==> src/rtl/bitpack_fetch_if.sv <==
// AXI4 read-address and read-data channels between the BitPack fetch
// front end (master) and the DDR interconnect (slave).
interface bitpack_fetch_if;
  logic        AXI_ARID;
  logic [31:0] AXI_ARADDR;
  logic [7:0]  AXI_ARLEN;
  logic [2:0]  AXI_ARSIZE;
  logic [1:0]  AXI_ARBURST;
  logic [3:0]  AXI_ARCACHE;
  logic [2:0]  AXI_ARPROT;
  logic        AXI_ARVALID;
  logic        AXI_ARREADY;
  logic        AXI_RID;
  logic [31:0] AXI_RDATA;
  logic [1:0]  AXI_RRESP;
  logic        AXI_RLAST;
  logic        AXI_RVALID;
  logic        AXI_RREADY;

  modport master (
    output AXI_ARID, AXI_ARADDR, AXI_ARLEN, AXI_ARSIZE, AXI_ARBURST,
           AXI_ARCACHE, AXI_ARPROT, AXI_ARVALID, AXI_RREADY,
    input  AXI_ARREADY, AXI_RID, AXI_RDATA, AXI_RRESP, AXI_RLAST, AXI_RVALID
  );

  modport slave (
    input  AXI_ARID, AXI_ARADDR, AXI_ARLEN, AXI_ARSIZE, AXI_ARBURST,
           AXI_ARCACHE, AXI_ARPROT, AXI_ARVALID, AXI_RREADY,
    output AXI_ARREADY, AXI_RID, AXI_RDATA, AXI_RRESP, AXI_RLAST, AXI_RVALID
  );
endinterface

==> src/rtl/bitpack_fetch.sv <==
// BitPack fetch front end: splits a word-count request into 4 KB-safe AXI
// INCR bursts, issues one at a time only when the local FIFO can absorb the
// whole burst, and streams the buffered words out on a valid/ready port.
module bitpack_fetch #(
  parameter int BURST_LEN = 16,
  parameter int FIFO_AW   = 5
) (
  input  logic                  ACLK,
  input  logic                  ARESETN,
  input  logic                  start,
  input  logic [31:0]           src_addr,
  input  logic [31:0]           word_count,
  output logic                  busy,
  output logic                  done,
  output logic                  error,
  bitpack_fetch_if.master       axi,
  output logic [31:0]           m_data,
  output logic                  m_valid,
  input  logic                  m_ready
);

  localparam int DEPTH = 1 << FIFO_AW;

  typedef enum logic [2:0] {IDLE, CHECK, ADDR, DATA, DRAIN} state_t;

  state_t state, state_next;

  logic [31:0] addr;
  logic [31:0] rem;
  logic [31:0] ar_addr;
  logic [7:0]  ar_len;
  logic [8:0]  burst_beats;
  logic        zero_job;
  logic        done_q;
  logic        error_q;

  logic [31:0]        mem [DEPTH];
  logic [FIFO_AW-1:0] wr_ptr;
  logic [FIFO_AW-1:0] rd_ptr;
  logic [FIFO_AW:0]   fifo_count;

  logic        start_ok;
  logic        ar_fire;
  logic        push;
  logic        pop;
  logic        last_beat;
  logic        drain_empty;
  logic        room;
  logic [31:0] page_words;
  logic [31:0] len;
  logic [31:0] free_words;
  logic        unused_rid;

  assign start_ok    = (state == IDLE) && start;
  assign ar_fire     = (state == ADDR) && axi.AXI_ARREADY;
  assign push        = (state == DATA) && axi.AXI_RVALID;
  assign last_beat   = push && axi.AXI_RLAST;
  assign pop         = m_valid && m_ready;
  // In DRAIN nothing is pushed, so the FIFO is empty after this edge when
  // it is already empty or its final word is being popped now.
  assign drain_empty = (fifo_count == '0) ||
                       ((fifo_count == (FIFO_AW+1)'(1)) && pop);
  assign unused_rid  = axi.AXI_RID;

  // Burst length: remaining words, capped by BURST_LEN and by the words left in the current 4 KB page
  always_comb begin
    page_words = 32'd1024 - {22'd0, addr[11:2]};
    len        = rem;
    if (len > 32'(BURST_LEN)) len = 32'(BURST_LEN);
    if (len > page_words)     len = page_words;
    free_words = 32'(DEPTH) - 32'(fifo_count);
    room       = free_words >= len;
  end

  // FSM state register
  always_ff @(posedge ACLK) begin
    if (!ARESETN) state <= IDLE;
    else          state <= state_next;
  end

  // FSM next-state logic
  always_comb begin
    state_next = state;
    unique case (state)
      IDLE:    if (start) state_next = (word_count == 32'd0) ? DRAIN : CHECK;
      CHECK:   if (room) state_next = ADDR;
      ADDR:    if (axi.AXI_ARREADY) state_next = DATA;
      DATA:    if (last_beat) state_next = (rem != 32'd0) ? CHECK : DRAIN;
      DRAIN:   if (drain_empty) state_next = IDLE;
      default: state_next = IDLE;
    endcase
  end

  // Job bookkeeping: address/remaining count, burst registers, done pulse and sticky error
  always_ff @(posedge ACLK) begin
    if (!ARESETN) begin
      addr        <= '0;
      rem         <= '0;
      ar_addr     <= '0;
      ar_len      <= '0;
      burst_beats <= '0;
      zero_job    <= 1'b0;
      done_q      <= 1'b0;
      error_q     <= 1'b0;
    end else begin
      done_q <= (state == DRAIN) && drain_empty;
      if (start_ok) begin
        addr     <= {src_addr[31:2], 2'b00};
        rem      <= word_count;
        error_q  <= 1'b0;
        zero_job <= (word_count == 32'd0);
      end
      if ((state == CHECK) && room) begin
        ar_addr     <= addr;
        ar_len      <= 8'(len - 32'd1);
        burst_beats <= 9'(len);
      end
      if (ar_fire) begin
        addr <= addr + {21'd0, burst_beats, 2'b00};
        rem  <= rem - {23'd0, burst_beats};
      end
      if (push && (axi.AXI_RRESP != 2'b00)) error_q <= 1'b1;
    end
  end

  // FIFO storage, kept free of reset so it maps onto RAM
  always_ff @(posedge ACLK) begin
    if (push) mem[wr_ptr] <= axi.AXI_RDATA;
  end

  // FIFO pointers and occupancy; a simultaneous push and pop leaves the count unchanged
  always_ff @(posedge ACLK) begin
    if (!ARESETN) begin
      wr_ptr     <= '0;
      rd_ptr     <= '0;
      fifo_count <= '0;
    end else begin
      if (push) wr_ptr <= wr_ptr + FIFO_AW'(1);
      if (pop)  rd_ptr <= rd_ptr + FIFO_AW'(1);
      unique case ({push, pop})
        2'b10:   fifo_count <= fifo_count + (FIFO_AW+1)'(1);
        2'b01:   fifo_count <= fifo_count - (FIFO_AW+1)'(1);
        default: fifo_count <= fifo_count;
      endcase
    end
  end

  assign m_valid = (fifo_count != '0);
  assign m_data  = mem[rd_ptr];

  assign busy  = (state != IDLE) && !zero_job;
  assign done  = done_q;
  assign error = error_q;

  assign axi.AXI_ARID    = 1'b0;
  assign axi.AXI_ARADDR  = ar_addr;
  assign axi.AXI_ARLEN   = ar_len;
  assign axi.AXI_ARSIZE  = 3'b010;
  assign axi.AXI_ARBURST = 2'b01;
  assign axi.AXI_ARCACHE = 4'b0011;
  assign axi.AXI_ARPROT  = 3'b000;
  assign axi.AXI_ARVALID = (state == ADDR);
  assign axi.AXI_RREADY  = (state == DATA);

endmodule

==> src/flat_wrapper.sv <==
// flat-port wrapper written by rule: the top's interface ports become plain ports
module bitpack_fetch_flat 
#(
  parameter int BURST_LEN = 16,
  parameter int FIFO_AW   = 5
)
  (ACLK, ARESETN, start, src_addr, word_count, busy, done, error, m_data, m_valid, m_ready, axi_AXI_ARID, axi_AXI_ARADDR, axi_AXI_ARLEN, axi_AXI_ARSIZE, axi_AXI_ARBURST, axi_AXI_ARCACHE, axi_AXI_ARPROT, axi_AXI_ARVALID, axi_AXI_RREADY, axi_AXI_ARREADY, axi_AXI_RID, axi_AXI_RDATA, axi_AXI_RRESP, axi_AXI_RLAST, axi_AXI_RVALID);
  bitpack_fetch_if axi_i ();
  input  logic ACLK;
  input  logic ARESETN;
  input  logic start;
  input  logic [31:0] src_addr;
  input  logic [31:0] word_count;
  output logic busy;
  output logic done;
  output logic error;
  output logic [31:0] m_data;
  output logic m_valid;
  input  logic m_ready;
  output wire logic [$bits(axi_i.AXI_ARID)-1:0] axi_AXI_ARID;
  output wire logic [$bits(axi_i.AXI_ARADDR)-1:0] axi_AXI_ARADDR;
  output wire logic [$bits(axi_i.AXI_ARLEN)-1:0] axi_AXI_ARLEN;
  output wire logic [$bits(axi_i.AXI_ARSIZE)-1:0] axi_AXI_ARSIZE;
  output wire logic [$bits(axi_i.AXI_ARBURST)-1:0] axi_AXI_ARBURST;
  output wire logic [$bits(axi_i.AXI_ARCACHE)-1:0] axi_AXI_ARCACHE;
  output wire logic [$bits(axi_i.AXI_ARPROT)-1:0] axi_AXI_ARPROT;
  output wire logic [$bits(axi_i.AXI_ARVALID)-1:0] axi_AXI_ARVALID;
  output wire logic [$bits(axi_i.AXI_RREADY)-1:0] axi_AXI_RREADY;
  input wire logic [$bits(axi_i.AXI_ARREADY)-1:0] axi_AXI_ARREADY;
  input wire logic [$bits(axi_i.AXI_RID)-1:0] axi_AXI_RID;
  input wire logic [$bits(axi_i.AXI_RDATA)-1:0] axi_AXI_RDATA;
  input wire logic [$bits(axi_i.AXI_RRESP)-1:0] axi_AXI_RRESP;
  input wire logic [$bits(axi_i.AXI_RLAST)-1:0] axi_AXI_RLAST;
  input wire logic [$bits(axi_i.AXI_RVALID)-1:0] axi_AXI_RVALID;
  assign axi_AXI_ARID = axi_i.AXI_ARID;
  assign axi_AXI_ARADDR = axi_i.AXI_ARADDR;
  assign axi_AXI_ARLEN = axi_i.AXI_ARLEN;
  assign axi_AXI_ARSIZE = axi_i.AXI_ARSIZE;
  assign axi_AXI_ARBURST = axi_i.AXI_ARBURST;
  assign axi_AXI_ARCACHE = axi_i.AXI_ARCACHE;
  assign axi_AXI_ARPROT = axi_i.AXI_ARPROT;
  assign axi_AXI_ARVALID = axi_i.AXI_ARVALID;
  assign axi_AXI_RREADY = axi_i.AXI_RREADY;
  assign axi_i.AXI_ARREADY = axi_AXI_ARREADY;
  assign axi_i.AXI_RID = axi_AXI_RID;
  assign axi_i.AXI_RDATA = axi_AXI_RDATA;
  assign axi_i.AXI_RRESP = axi_AXI_RRESP;
  assign axi_i.AXI_RLAST = axi_AXI_RLAST;
  assign axi_i.AXI_RVALID = axi_AXI_RVALID;
  bitpack_fetch #(.BURST_LEN(BURST_LEN), .FIFO_AW(FIFO_AW)) u_core (.ACLK(ACLK), .ARESETN(ARESETN), .start(start), .src_addr(src_addr), .word_count(word_count), .busy(busy), .done(done), .error(error), .axi(axi_i), .m_data(m_data), .m_valid(m_valid), .m_ready(m_ready));
endmodule
==> config.mk <==
export PLATFORM = sky130hd
export DESIGN_NAME = bitpack_fetch_flat
export DESIGN_NICKNAME = d
export VERILOG_FILES = /design/src/rtl/bitpack_fetch_if.sv /design/src/rtl/bitpack_fetch.sv /design/src/flat_wrapper.sv
export SDC_FILE = /design/constraint.sdc
export NUM_CORES = 1
export LEC_CHECK = 0
export CAP_MARGIN = 40
export CORE_UTILIZATION = 35
export DETAILED_ROUTE_END_ITERATION = 8
export SYNTH_ARGS = -nofsm -noshare
export SYNTH_HDL_FRONTEND = slang
export SYNTH_SLANG_ARGS = --single-unit
==> constraint.sdc <==
create_clock -name ACLK -period 5.99 [get_ports ACLK]
set_clock_uncertainty 0.05 [all_clocks]
set_input_delay 0.8985 -clock ACLK [delete_from_list [all_inputs] [get_ports ACLK]]
set_output_delay 0.8985 -clock ACLK [all_outputs]
set_load 0.01 [all_outputs]
======== Yosys cells after proc, flatten, opt, wreduce, memory -nomap -nowiden ========
Memories as Yosys holds them, arrays and structs flattened. A register that Yosys moved wholly into a read port is not among the register bits.
Cells that the tools add are included.
W data, S select, Z words.
word-level totals
  register bits ........................... 135
  latch bits .............................. 0
  memory bits (writable) .................. 1,024
  memory bits (read-only) ................. 0
  input port bits ......................... 106
  output and inout port bits .............. 91
  word-level logic and storage cells ...... 81
  memories ................................ 1
memories
  memory      depth  width  read ports  clocked after Yosys merged registers in  wr ports  RTL line             RTL
  u_core.mem  32     32     1           1                                        1         bitpack_fetch.sv:37  logic [31:0] mem [DEPTH];
operators by class
  $add $sub $neg .......................... 9
  multiply operators ...................... 0
  divide/modulo/power cells ............... 0
  $lt $le $gt $ge ......................... 3
  eq/ne operators ......................... 12
  shifts and indexed selects .............. 0
  multiplexer cells ....................... 21
  bitwise operators ....................... 0
  reduce and logical (&&, ||, !) cells .... 23
operator list
  cell                      number
  $mux W32                  6
  $add A32 B11 Y32          1
  $ge A32 B32 Y1            1
  $gt A32 B32 Y1            1
  $gt A32 B5 Y1 const B     1
  $logic_not A32 Y1         1
  $reduce_bool A32 Y1       1
  $sub A32 B9 Y32           1
  $mux W3                   7
  $pmux W3 S5               1
  $pmux W6 S2               1
  $sub A11 B10 Y12 const A  1
  $add A5 B1 Y5 const B     2
  $logic_and A1 B1 Y1       10
  $mux W5                   2
  $ne A2 B1 Y1 const B      4
  $reduce_bool A2 Y1        4
  $sub A8 B1 Y8 const B     1
  $sub A6 B6 Y7 const A     1
  $add A6 B1 Y6 const B     1
  $eq A3 B2 Y1 const B      2
  $eq A6 B1 Y1 const B      1
  $logic_not A6 Y1          1
  $reduce_bool A6 Y1        1
  other kinds (12)          15

======== Depth between registers and ports, before layout ========
  word-level depth ........................ 7
  gate-level depth with buffers ........... 24
  mapped depth without buffers ............ 22

======== Worst setup path before layout ========
OpenSTA, ideal clock, no wires.
  path type ............................... register -> register
  from .................................... reg u_core.rem[9]
  to ...................................... reg u_core.ar_len[6], in the netlist u_core.axi.AXI_ARLEN[6]
  library setup time ...................... 0.086 ns
  arrival ................................. 5.519 ns
  required time ........................... 5.854 ns
  setup slack ............................. 0.335 ns
  stages on the path, launching flop included .. 25
  buffers on the path ..................... 4
  period minus slack after synthesis ...... 5.655 ns
  cells stage by stage .................... dfxtp_1 > or4_4 > buf_6 > or4_4 > buf_6 > nor3_4 > inv_1 > nor2_1 > ha_1 > and4_1 > nand4_1 > o22ai_1 > a21oi_2 > clkbuf_1 > nand2_1 > ha_1 > a21o_1 > a21o_1 > a21o_1 > a2111oi_0 > o21ai_0 > nand2_1 > clkbuf_1 > a21oi_1 > a211oi_1
on the way
  cells in the longest elaborated chain, start to end .. 6
  elaborated cells between the ends (all ways) .. 7
  classes of those cells .................. add/sub: 1; order compare: 3; mux: 2; reduce/logical: 1
RTL lines
  element                 RTL line              RTL
  start, declared         bitpack_fetch.sv:29   logic [31:0] rem;
  start signal, assigned  bitpack_fetch.sv:109  rem <= word_count;
  start signal, assigned  bitpack_fetch.sv:120  rem <= rem - {23'd0, burst_beats};
  $gt A32 B5 Y1           bitpack_fetch.sv:69   if (len > 32'(BURST_LEN)) len = 32'(BURST_LEN);
  $mux W32 (*)            bitpack_fetch.sv:69
  $gt A32 B32 Y1          bitpack_fetch.sv:70   if (len > page_words) len = page_words;
  $mux W32 (*)            bitpack_fetch.sv:70
  $ge A32 B32 Y1          bitpack_fetch.sv:72   room = free_words >= len;
  $logic_and A1 B1 Y1     bitpack_fetch.sv:113  if ((state == CHECK) && room) begin
  end signal, assigned    bitpack_fetch.sv:115  ar_len <= 8'(len - 32'd1);
  end, declared           bitpack_fetch.sv:31   logic [7:0] ar_len;
Mark *: on every way between the ends. The rest lies on a longest branch, timed or not.
A chain may end at the register's enable or synchronous reset.

======== Worst setup path after layout ========
  from .................................... reg u_core.rem[12]
  to ...................................... reg u_core.ar_len[7], in the netlist u_core.axi.AXI_ARLEN[7]
Same word-level chain as after synthesis.

==> qor.csv <==
stage;metric;value;unit
status;status;finished, final reports clean;
cts;clkTransAtPathRegs;60;ps
cts;ctsResizeCount;0;
worst_setup_path;reg2regPathDepth;21;
die;die_h;370;um
drt;drt-wirelength-per-cell;24.3;um
synth;ys_warn_count;0;
power_and_ir_drop;swShare;0.245;
cts;cts_tree;yes;
cts;cts_setup_buffers;0;
sta;finalHoldViolations;0;
global_route;grt_overflow;0;
synth;avgSynthCellArea;18.5;um^2
sta;slew-limit-headroom;0.434;
sta;max_freq;179;MHz
placement;place_congestion;0.797;
global_route;grt_pass1_wl;170000;um
synth;netlist.area_leader.share;0.647;
power_and_ir_drop;finalPower;19.2;mW
power_and_ir_drop;leakage;17.5;nW
power_and_ir_drop;p_comb_frac;0.164;
synth;ys_top_cells_by_count;1024 x edfxtp_1, 320 x mux4_2, 147 x nand2_1;
synth;async_flop_share;0;
synth;ys_ff_latch;1160;
worst_setup_path;end_kind;flip-flop;
worst_setup_path;startpoint;u_core.rem[12]$_SDFFE_PN0P_;
worst_setup_path;reg2reg_slack;410;ps
synth;ys_seq_area_frac;0.705;
worst_setup_path;cpMaxStageDelayCell;or4_4;
worst_setup_path;path_max_fanout;14;
worst_setup_path;endpoint;u_core.axi.AXI_ARLEN[7]$_SDFFE_PN0P_;
layout;area_delta_synth_final;18.7;%
synth;synth.cell_area;47500;um^2
sta;tightest_slew;847;ps
global_route;grt_max_degree;67;
sta;rsz0062_at_grt;no;
die;dieWidth;370;um
layout;fin_nets;3049;
cts;hold_buffers;0;
layout;drive_gt1_frac;0.234;
die;num_rows;134;
power_and_ir_drop;internal_power;14.5;mW
drt;vias_per_cell;5.30;
sta;fin_hold_ws;405;ps
synth;synth_top_area_cell;edfxtp_1;
worst_setup_path;crit_type;reg -> reg;
synth;netlist_instances;2567;
worst_hold_path;whs_path_depth;2;
worst_setup_path;cpPeakStageDelay;570;ps
global_route;grt_pass1_vias;25304;
sta;setup-tns-final;0;ps
synth;netlist_top_cells_area;edfxtp_1 65%, mux4_2 15%, dfxtp_1 5.7%;
worst_setup_path;cp.required;6620;ps
drt;vias;25130;
drt;drc;0;
worst_hold_path;hold_class;reg -> reg;
worst_setup_path;worstPathArrival;6210;ps
global_route;grt_use_total;0.168;
power_and_ir_drop;cellPowerDensity;340;nW/um^2
power_and_ir_drop;pwr-share-seq;0.467;
cts;cts_max_level;3;
layout;utilization;0.420;
cts;cts_made_buffers;119;
global_route;antenna_found_initial;7;
drt;ant_nets;0;
cts;root_buffer;clkbuf_16;
sta;setup_viol;0;
power_and_ir_drop;clock_power_share;0.369;
drt;routed_wirelength;115000;um
power_and_ir_drop;p_switching;4.69;mW
worst_setup_path;setup.worst_path.start_class;flip-flop;
synth;ys.flop_type;edfxtp_1;
flow_run;maxCapViolations;0;
placement;numPortBuffers;178;
cts;insertion_delay;750;ps
sta;timing_max_transition_violations_final;0;
sta;finalCritPeriodShare;0.932;
placement;dp_hpwl;67700;um
worst_setup_path;worstPathCellList;or4_4 -> or4_4 -> nor3_4 -> inv_1 -> nor2_1 -> ha_1 -> and4_1 -> nand4_1 -> o22ai_1 -> a21oi_2 -> mux2_2 -> ha_1 -> a21o_1 -> a21o_1 -> a21o_1 -> a2111oi_0 -> o21ai_0 -> buf_4 -> o21ai_4 -> buf_4 -> mux2i_1;
drt;first_pass_iters;5;
synth;synth_edf_count;1024;
sta;min_period;5580;ps
worst_setup_path;cp_common_cell;a21o_1;
synth;synth_most_common_cell;edfxtp_1;
cts;cts.path.max_buffers;3;
cts;cts_sinks;1160;
die;die_area;137000;um^2
power_and_ir_drop;ir_drop;0.000237;V
worst_setup_path;r2r-start;u_core.rem[12]$_SDFFE_PN0P_;
die;io_pins;197;
die;core_area;134000;um^2
worst_setup_path;timing.rr.end;u_core.axi.AXI_ARLEN[7]$_SDFFE_PN0P_;
drt;drtIter0Drc;2216;
die;start_util;0.354;
synth;synth_cell_types;75;
## placed cells by master, fill, tap and decap left out, drive strengths merged, types with 7 or more instances in the layout
| master | instances |
|---|---|
| clkbuf | 151 |
| and2 | 10 |
| nand3 | 24 |
| o21a | 16 |
| dfxtp | 136 |
| nor2 | 111 |
| a311oi | 8 |
| buf | 115 |
| mux4 | 320 |
| nor2b | 9 |
| mux2i | 45 |
| nor3 | 34 |
| nor4 | 17 |
| or3 | 20 |
| nand2 | 148 |
| a21oi | 67 |
| nand2b | 9 |
| o21ai | 43 |
| edfxtp | 1024 |
| a211oi | 18 |
| o211ai | 14 |
| nand4 | 24 |
| inv | 46 |
| and3 | 7 |
| o31ai | 8 |
| conb | 42 |
| a22oi | 14 |
| a31oi | 14 |
| a21o | 12 |
| ha | 71 |
| or4 | 7 |
| clkinv | 65 |
| xnor2 | 17 |
| clkdlybuf4s50 | 177 |
| mux2 | 36 |
| xor2 | 18 |
## cell type report
cell class	instances	area, um^2
Multi-Input combinational cell	1253	13600
Antenna cell	3	7.51
Clock buffer	151	3190
Tap cell	1768	2210
Clock inverter	74	548
Inverter	44	165
Timing Repair Buffer	292	3170
Sequential cell	1160	33500
Fill cell	11818	77700
## per-layer routing
metal	wire length, um	part of all wire	global-route usage
met5	22	0.00019	0
met4	2740	0.024	0.0525
met3	6760	0.059	0.0273
met2	55400	0.48	0.267
met1	50400	0.44	0.237
## logic make-up (layout without fill, tap and decap cells)
| logic type | Yosys count | count (layout) | synth area share |
|---|---|---|---|
| compound gates | 261 | 261 | 0.0373 |
| fa+ha+maj | 73 | 73 | 0.0195 |
| mux | 401 | 401 | 0.170 |
| simple gates | 441 | 441 | 0.0445 |
| buf+inv | 194 | 561 | 0.0176 |
| xor+xnor | 35 | 35 | 0.00645 |
| flops | 1160 | 1160 | 0.705 |
| other cells | 2 | 45 | 0.000158 |
## metrics by stage
stage                     area [um^2]  worst slack [ps]  std cells
final                           56400               408       4745
after detailed placement        52600               390       4517
after global placement          52000               417       4482
after CTS                       56400               393       4742
after floorplan                 47700               335       2607
after global routing            56400              69.2       4745
## worst max-delay path, delay by kind of cell (launching register included)
family / cells / cell delay [ps]
buf+inv: 3 / 560
fa+ha+maj: 2 / 460
compound gates: 8 / 1590
flops: 1 / 310
simple gates: 6 / 1920
mux: 2 / 620
## state kept, by name, summed over array words and instances, names as in the netlist, named ones only
signal and flops:
u_core.burst_beats 9, u_core.state 3, u_core.axi.AXI_ARLEN 8, u_core.axi.AXI_ARADDR 30, u_core.error 1, u_core.done 1, u_core.rd_ptr 5, u_core.mem 1024
u_core.rem 32, u_core.addr 30, u_core.zero_job 1, u_core.fifo_count 6, u_core.wr_ptr 5
## power groups by stage
stage               clock, mW  sequential (mW)  combinational, mW
finish                   7.07             8.96               3.15
detailed placement          0             9.13               3.21
floorplan                   0             9.05               2.35
global route             7.53             8.97               3.42
CTS                      7.23             8.96               3.22
global placement            0             9.14               3.16
## worst min-delay path by stage
stage	start	endpoint	slack (ps)
after detailed placement	u_core.error$_SDFFE_PN0P_	u_core.error$_SDFFE_PN0P_	390
final	u_core.error$_SDFFE_PN0P_	u_core.error$_SDFFE_PN0P_	410
after global routing	u_core.axi.AXI_ARADDR[3]$_SDFFE_PN0P_	u_core.axi.AXI_ARADDR[3]$_SDFFE_PN0P_	430
after CTS	u_core.error$_SDFFE_PN0P_	u_core.error$_SDFFE_PN0P_	400
after floorplan	u_core.rem[18]$_SDFFE_PN0P_	u_core.rem[18]$_SDFFE_PN0P_	390
after global placement	u_core.axi.AXI_ARADDR[11]$_SDFFE_PN0P_	u_core.axi.AXI_ARADDR[11]$_SDFFE_PN0P_	390
Note: power is estimated with default switching activity, not from simulation.
